$ cat src/rtl/spi_slave_top.sv
// SPI target peripheral for the TRSQ8 CPU bus: oversampled sclk/mosi/ss_n,
// MSB-first byte shifting, and SSPCON/SSPTX/SSPRX registers on the 8-bit bus.
module spi_slave_top #(
  parameter int ADDR_LSB          = 0,
  parameter int OPT_MEM_ADDR_BITS = 1,
  parameter int SYNC_STAGES       = 2
) (
  input  logic       clk,
  input  logic       reset_n,
  input  logic [7:0] addr,
  input  logic [7:0] din,
  output logic [7:0] dout,
  input  logic       wr_en,
  input  logic       rd_en,
  input  logic       sclk,
  input  logic       mosi,
  input  logic       ss_n,
  output logic       miso,
  output logic       miso_oe
);

  localparam int SelW = OPT_MEM_ADDR_BITS + 1;
  localparam logic [SelW-1:0] SEL_CON = SelW'(0);
  localparam logic [SelW-1:0] SEL_TX  = SelW'(1);
  localparam logic [SelW-1:0] SEL_RX  = SelW'(2);

  typedef enum logic {IDLE, ACTIVE} state_t;

  state_t r_state, w_nextState;

  logic [SYNC_STAGES-1:0] r_sclkSync, r_mosiSync, r_ssSync;
  logic       r_sclkPrev, r_ssPrev;
  logic       r_cpol, r_cpha, r_en, r_rxValid, r_overrun, r_txLoaded;
  logic       r_modeCpol, r_modeCpha, r_miso;
  logic [7:0] r_tx, r_rx, r_shift;
  logic [2:0] r_cnt;

  logic [SelW-1:0] w_sel;
  logic [7:0] w_readData;
  logic w_sclkS, w_mosiS, w_ssS, w_ssFall, w_ssRise, w_lead, w_trail;
  logic w_enter, w_sample, w_shiftEdge, w_byteDone, w_busy, w_rd, w_unusedAddr;

  assign w_sel        = addr[ADDR_LSB+OPT_MEM_ADDR_BITS:ADDR_LSB];
  assign w_unusedAddr = ^addr;
  assign w_rd         = rd_en & ~wr_en;

  assign w_sclkS  = r_sclkSync[SYNC_STAGES-1];
  assign w_mosiS  = r_mosiSync[SYNC_STAGES-1];
  assign w_ssS    = r_ssSync[SYNC_STAGES-1];
  assign w_ssFall = r_ssPrev & ~w_ssS;
  assign w_ssRise = ~r_ssPrev & w_ssS;
  // Edges are judged against the mode latched at frame entry, not the live cpol
  assign w_lead   = (w_sclkS != r_modeCpol) && (r_sclkPrev == r_modeCpol);
  assign w_trail  = (w_sclkS == r_modeCpol) && (r_sclkPrev != r_modeCpol);

  assign miso_oe = w_busy;
  assign miso    = w_busy & r_miso;

  always_ff @(posedge clk or negedge reset_n) begin
    if (!reset_n) begin
      r_sclkSync <= '0;
      r_mosiSync <= '0;
      r_ssSync   <= '0;
      r_sclkPrev <= 1'b0;
      r_ssPrev   <= 1'b0;
    end else begin
      r_sclkSync <= {r_sclkSync[SYNC_STAGES-2:0], sclk};
      r_mosiSync <= {r_mosiSync[SYNC_STAGES-2:0], mosi};
      r_ssSync   <= {r_ssSync[SYNC_STAGES-2:0], ss_n};
      r_sclkPrev <= w_sclkS;
      r_ssPrev   <= w_ssS;
    end
  end

  always_ff @(posedge clk or negedge reset_n) begin
    if (!reset_n) r_state <= IDLE;
    else          r_state <= w_nextState;
  end

  always_comb begin
    w_nextState = r_state;
    w_enter     = 1'b0;
    w_sample    = 1'b0;
    w_shiftEdge = 1'b0;
    w_byteDone  = 1'b0;
    w_busy      = 1'b0;
    case (r_state)
      IDLE: begin
        if (r_en && w_ssFall) begin
          w_nextState = ACTIVE;
          w_enter     = 1'b1;
        end
      end
      ACTIVE: begin
        w_busy = 1'b1;
        if (w_ssRise || !r_en) begin
          w_nextState = IDLE;
        end else begin
          w_sample    = r_modeCpha ? w_trail : w_lead;
          w_shiftEdge = r_modeCpha ? w_lead : w_trail;
          w_byteDone  = w_sample && (r_cnt == 3'd7);
        end
      end
      default: w_nextState = IDLE;
    endcase
  end

  always_comb begin
    w_readData = 8'h00;
    case (w_sel)
      SEL_CON: w_readData = {1'b0, r_txLoaded, r_overrun, r_rxValid, r_en, r_cpha, r_cpol, w_busy};
      SEL_TX:  w_readData = r_tx;
      SEL_RX:  w_readData = r_rx;
      default: w_readData = 8'h00;
    endcase
  end

  // Later assignments override earlier ones: CPU writes beat FSM clears, hardware sets beat CPU clears
  always_ff @(posedge clk or negedge reset_n) begin
    if (!reset_n) begin
      r_cpol     <= 1'b0;
      r_cpha     <= 1'b0;
      r_en       <= 1'b0;
      r_rxValid  <= 1'b0;
      r_overrun  <= 1'b0;
      r_txLoaded <= 1'b0;
      r_modeCpol <= 1'b0;
      r_modeCpha <= 1'b0;
      r_miso     <= 1'b0;
      r_tx       <= 8'h00;
      r_rx       <= 8'h00;
      r_shift    <= 8'h00;
      r_cnt      <= 3'd0;
      dout       <= 8'h00;
    end else begin
      if (w_enter) begin
        r_shift    <= r_tx;
        r_txLoaded <= 1'b0;
        r_cnt      <= 3'd0;
        r_modeCpol <= r_cpol;
        r_modeCpha <= r_cpha;
        r_miso     <= r_cpha ? 1'b0 : r_tx[7];
      end
      if (w_sample) begin
        if (w_byteDone) begin
          r_rx       <= {r_shift[6:0], w_mosiS};
          r_shift    <= r_tx;
          r_txLoaded <= 1'b0;
          r_cnt      <= 3'd0;
        end else begin
          r_shift <= {r_shift[6:0], w_mosiS};
          r_cnt   <= r_cnt + 3'd1;
        end
      end
      if (w_shiftEdge) r_miso <= r_shift[7];

      if (wr_en) begin
        if (w_sel == SEL_CON) begin
          r_cpol <= din[1];
          r_cpha <= din[2];
          r_en   <= din[3];
          if (!din[5]) r_overrun <= 1'b0;
        end else if (w_sel == SEL_TX) begin
          r_tx       <= din;
          r_txLoaded <= 1'b1;
        end
      end
      if (w_rd) begin
        dout <= w_readData;
        if (w_sel == SEL_RX) r_rxValid <= 1'b0;
      end

      if (w_byteDone) begin
        r_rxValid <= 1'b1;
        if (r_rxValid && !(w_rd && w_sel == SEL_RX)) r_overrun <= 1'b1;
      end
    end
  end

endmodule

$ cat config.mk
export PLATFORM = sky130hd
export DESIGN_NAME = spi_slave_top
export DESIGN_NICKNAME = d
export VERILOG_FILES = /design/src/rtl/spi_slave_top.sv
export SDC_FILE = /design/constraint.sdc
export NUM_CORES = 1
export LEC_CHECK = 0
export ABC_AREA = 0
export BUFFER_PORTS_ARGS = -buffer_cell sky130_fd_sc_hd__buf_2
export CORE_MARGIN = 3
export CORE_UTILIZATION = 55
export DETAILED_ROUTE_END_ITERATION = 6
export PLACE_DENSITY = 0.84
export SKIP_LAST_GASP = 1
export SYNTH_ARGS = -nofsm -noshare
export SYNTH_HDL_FRONTEND = slang
export SYNTH_SLANG_ARGS = --single-unit
$ cat constraint.sdc
create_clock -name clk -period 1.84 [get_ports clk]
set_input_delay 0.276 -clock clk [delete_from_list [all_inputs] [get_ports clk]]
set_output_delay 0.276 -clock clk [all_outputs]
set_load 0.005 [all_outputs]
After elaboration in Yosys (flattened, before gate mapping)
Index checks and enable logic that the tools add are counted.

Bits of input ports: 23. Flip-flop bits (word level): 53. Output and inout bits: 10. Word-level logic and storage cells: 92.

Add/sub/neg operators: 1. Eq/ne operators: 7. Reductions and logical operators: 18. Muxes and demuxes: 37. Bitwise logic cells: 9.

Operator list (number): two-way mux 1 bit (29); two-way mux 8 bit (3); case mux 8 bit (3 select lines) (1); two-way mux 3 bit (3); nonzero test 2 bit (4); logical AND 1 bit (6); AND reduction 2 bit (3); inverter 1 bit (5); AND 1 bit (4); adder 3 x 1 -> 3 bit (second input constant) (1); == test 3 bit (second input constant) (1); AND reduction 3 bit (1); == test 1 bit (2); == test 2 x 1 -> 1 bit (second input constant) (1); == test 2 bit (second input constant) (1); zero test 1 bit (2); zero test 2 bit (1); inequality test 1 bit (2); case mux 1 bit (2 select lines) (1); logical OR 1 bit (1).

Longest topological paths before layout
Word-level depth: 11. Mapped depth: 6. Gate-level depth less buffers: 5.

Least setup slack after synthesis
No wires, ideal clock.

Path kind: reg2reg. Start: register r_cnt[0]. End: register r_shift[0]. Library setup time: 0.090 ns. Data required time: 1.750 ns. Cell stages (with the launch flop): 7. Period minus slack after synthesis: 1.687 ns. Arrival: 1.597 ns. Slack: 0.153 ns. Path buffers: 1. Cells stage by stage: dfrtp_1 -> ha_1 -> ha_1 -> a211o_1 -> nand2b_1 -> clkbuf_1 -> o221ai_1.

Word-level cells in the longest chain between the ends: 6.

Ends and longest elaborated chain: from (decl) (line 36) `logic [2:0] r_cnt;`; from (signal assigned) (line 152) `r_cnt <= r_cnt + 3'd1;`; == test 3 bit (line 101) `w_byteDone = w_sample && (r_cnt == 3'd7);`; logical AND 1 bit (line 101); two-way mux 1 bit (line 96) `if (w_ssRise || !r_en) begin`; two-way mux 1 bit (line 87) `case (r_state)`; two-way mux 8 bit (line 145) `if (w_byteDone) begin`; two-way mux 8 bit (line 144) `if (w_sample) begin`; to (signal assigned) (line 137) `r_shift <= r_tx;`; to (signal assigned) (line 147) `r_shift <= r_tx;`; to (signal assigned) (line 151) `r_shift <= {r_shift[6:0], w_mosiS};`; to (decl) (line 35) `logic [7:0] r_tx, r_rx, r_shift;`.

Every way passes these cells. A chain may end at the register's enable or synchronous reset.

Worst setup path after layout
Start: register r_cnt[0]. End: register r_shift[1].

The elaborated chain is that of the path after synthesis.

==> impl_metrics.csv <==
group,metric,value,unit
floorplanning,fp.dieH,71.3,µm
logic_synthesis,ys.flop_type,"dfrtp_1",
sta,setup_violations,0,
global_route,antenna_found_initial,0,
clock_network,path_clk_slew,0.09,ns
setup_path,path_class,"reg2reg",
floorplanning,die_w,71.3,µm
sta,drv_slew,0,
setup_path,critPathCaptureType,"flip-flop",
logic_synthesis,synth_edf_count,0,
sta,tightest_slew,0.510,ns
global_route,grt_overflow_total,0,
place,placed_cells,276,
pwr,p_leak,1.30,nW
worst_hold_path,hp-class,"in2reg",
logic_synthesis,netlist_area,0.00234,mm²
floorplanning,die-area,0.00508,mm²
clock_network,clock-root-buffer,"clkbuf_8",
sta,fmax,573,MHz
setup_path,critical_path.max_fanout,7,
drt,drt-vias-per-instance,5.52,
logic_synthesis,synth_nets,226,
clock_network,post_cts_buffers,0,
global_route,grt_pass1_vias,1535,
finish,area.growth.synth_to_final,14.8,%
pwr,switchingPower,0.000882,W
sta,period_share,0.949,
finish,layout_commonest_cell,"dfrtp_1",
place,gp_congestion,0.850,
floorplanning,core_area,0.00406,mm²
global_route,grt_max_degree,33,
logic_synthesis,synth.avg_cell_area,11.7,µm²
finish,layout-drive-gt1-share,0.306,
outcome,status,"completed",
drt,ant_nets,0,
pwr,clockPowerShare,0.265,
place,io_buffers,26,
logic_synthesis,synth_cell_types,32,
sta,fin_crit,1.75,ns
setup_path,path_cells,"ha_1 > ha_1 > a211o_1 > buf_4 > o21ai_0 > o221ai_1",
finish,layout_common_cells,"dfrtp_1, buf_2, mux2_2",
sta,hold_viol,0,
clock_network,cts.sinks,53,
drt,drc,0,
place,detailed_place_hpwl,3070,µm
logic_synthesis,syn_inst,201,
drt,vias,1573,
pwr,ir_worst_vdd,0.000726,V
logic_synthesis,async_reset_ff_frac,1.00,
logic_synthesis,synth_top_cell_area_share,0.566,
drt,wire_per_inst,15.4,µm
setup_path,crit_required,2.02,ns
logic_synthesis,yosysTopAreaCell,"dfrtp_1",
pwr,powerDensity,1110,mW/mm²
place,dp_slack,0.0914,ns
logic_synthesis,ys_top_cells_by_area,"dfrtp_1, mux2_2, o21ai_0",
setup_path,max_stage_delay,0.40,ns
pwr,p_seq_frac,0.520,
setup_path,worstPathArrival,1.92,ns
floorplanning,rows,23,
drt,drtPass1Iterations,4,
sta,finClkSkew,0.0145,ns
drt,drt_iter0_drc,76,
pwr,pwr-share-comb,0.214,
pwr,p_int,0.00210,W
clock_network,cts_max_level,2,
finish,n_antenna_cell,0,
logic_synthesis,ys_ff_latch,53,
clock_network,clockBufferDepth,2,
global_route,grt_pass1_wl,7310,µm
logic_synthesis,ys_seq_area_frac,0.566,
job,maxCapViolations,0,
clock_network,worstSkewPairLatency,0.31,ns
floorplanning,start_util,0.577,
clock_network,cts_tree,"yes",
sta,postLayoutSetupSlackWorst,0.0941,ns
finish,final_nets,259,
drt,drt_wl_total,4400,µm
clock_network,cts_buffers,5,
setup_path,start_kind,"flip-flop",
pwr,switching_share,0.296,
setup_path,slowest_stage,"dfrtp_1",
global_route,track_usage,0.185,
floorplanning,io_pins,33,
sta,maxSlewHeadroom,0.660,
logic_synthesis,yosys_warnings,0,
setup_path,cpMostUsedCell,"ha_1",
finish,final_cells,285,
-- final timing paths --
check,from,end,slack (ns),cells past startpoint
worst max-delay path,r_cnt[0]$_DFFE_PN0P_,r_shift[1]$_DFFE_PN0P_,0.09,6
worst min-delay path,ss_n,r_ssSync[0]$_DFF_PN0_,0.07,1
worst max register to register,r_cnt[0]$_DFFE_PN0P_,r_shift[1]$_DFFE_PN0P_,0.09,6
worst min register to register,r_mosiSync[0]$_DFF_PN0_,r_mosiSync[1]$_DFF_PN0_,0.37,0
max in group asynchronous,reset_n,r_mosiSync[1]$_DFF_PN0_,0.84,3
min in group asynchronous,reset_n,dout[3]$_DFFE_PN0P_,0.46,2
-- cell type report --
cell class,instances,area (µm²)
clock buffer,5,68.8
tap,50,62.6
sequential,53,1330
inverter,12,45.0
timing repair buffer,35,213
clock inverter,3,43.8
fill,305,1370
multi-input combinational,127,930
-- cell usage after synthesis, types with 2 or more instances --
| library cell | number |
|---|---|
| a21oi_1 | 9 |
| a22o_1 | 2 |
| and2b_2 | 2 |
| buf_2 | 2 |
| clkbuf_1 | 6 |
| dfrtp_1 | 53 |
| ha_1 | 2 |
| inv_1 | 12 |
| mux2_2 | 20 |
| mux2i_1 | 8 |
| nand2_1 | 19 |
| nand2b_1 | 2 |
| nand3b_1 | 2 |
| nor2_1 | 10 |
| o211ai_1 | 8 |
| o21ai_0 | 20 |
| o221ai_1 | 9 |
-- worst max-delay path, delay by kind of cell, from the launching register on --
family | cells | cell delay [ns]
compound gates | 3 | 0.61
fa+ha+maj | 2 | 0.43
flops | 1 | 0.40
buf+inv | 1 | 0.17
-- what timing repair did --
| item | CTS | global route |
|---|---|---|
| resized for setup | 0 | 2 |
| hold buffers | 1 | 0 |
| endpoints found under the setup margin | 0 | 4 |
| endpoints found under the hold margin | 21 | 0 |
-- cells by family (layout without fill, tap and decap cells) --
family                   after synthesis  after routing  share of synthesized area
adder cells (fa/ha/maj)                2              2                     0.0107
buffers and inverters                 21             55                     0.0379
AO/OA/AOI/OAI                         52             52                      0.143
XOR/XNOR                               1              1                    0.00695
AND/OR/NAND/NOR                       42             42                     0.0924
multiplexers                          30             30                      0.143
flip-flops                            53             53                      0.566
-- layer usage --
metal	routed length [µm]	track usage	vias up
met1	2060	0.255	753
met3	205	0.0421	5
met2	2080	0.293	39
li1	-	-	776
met5	0	0	-
met4	55	0.0564	0
-- per-stage QoR --
step,hold slack (ns),TNS (ns),cell area (µm²),total power [W],util
after floorplan,-0.0196,0,2340,0.00199,-
after global routing,0.0562,-0.00465,2690,0.00314,0.663
after CTS,0.0625,0,2690,0.00300,0.662
after global placement,0.276,0,2560,0.00218,0.632
final,0.0666,0,2690,0.00299,0.663
after detailed placement,0.280,0,2560,0.00221,0.632
-- power groups by stage --
stage | sequential [W] | combinational, W | clock (W)
after floorplan | 0.00152 | 0.000471 | 0
after global placement | 0.00156 | 0.000612 | 0
after detailed placement | 0.00158 | 0.000633 | 0
after CTS | 0.00155 | 0.000644 | 0.000805
after global routing | 0.00158 | 0.000717 | 0.000841
final | 0.00155 | 0.000640 | 0.000792
-- flip-flops by register name (all words and copies together), names as in the netlist, 2 cells and up --
name and flops:
r_cnt 3, r_ssSync 2, r_rx 8, r_sclkSync 2
r_shift 8, r_tx 8, r_mosiSync 2, dout 8
(Power assumes the default switching activity.)
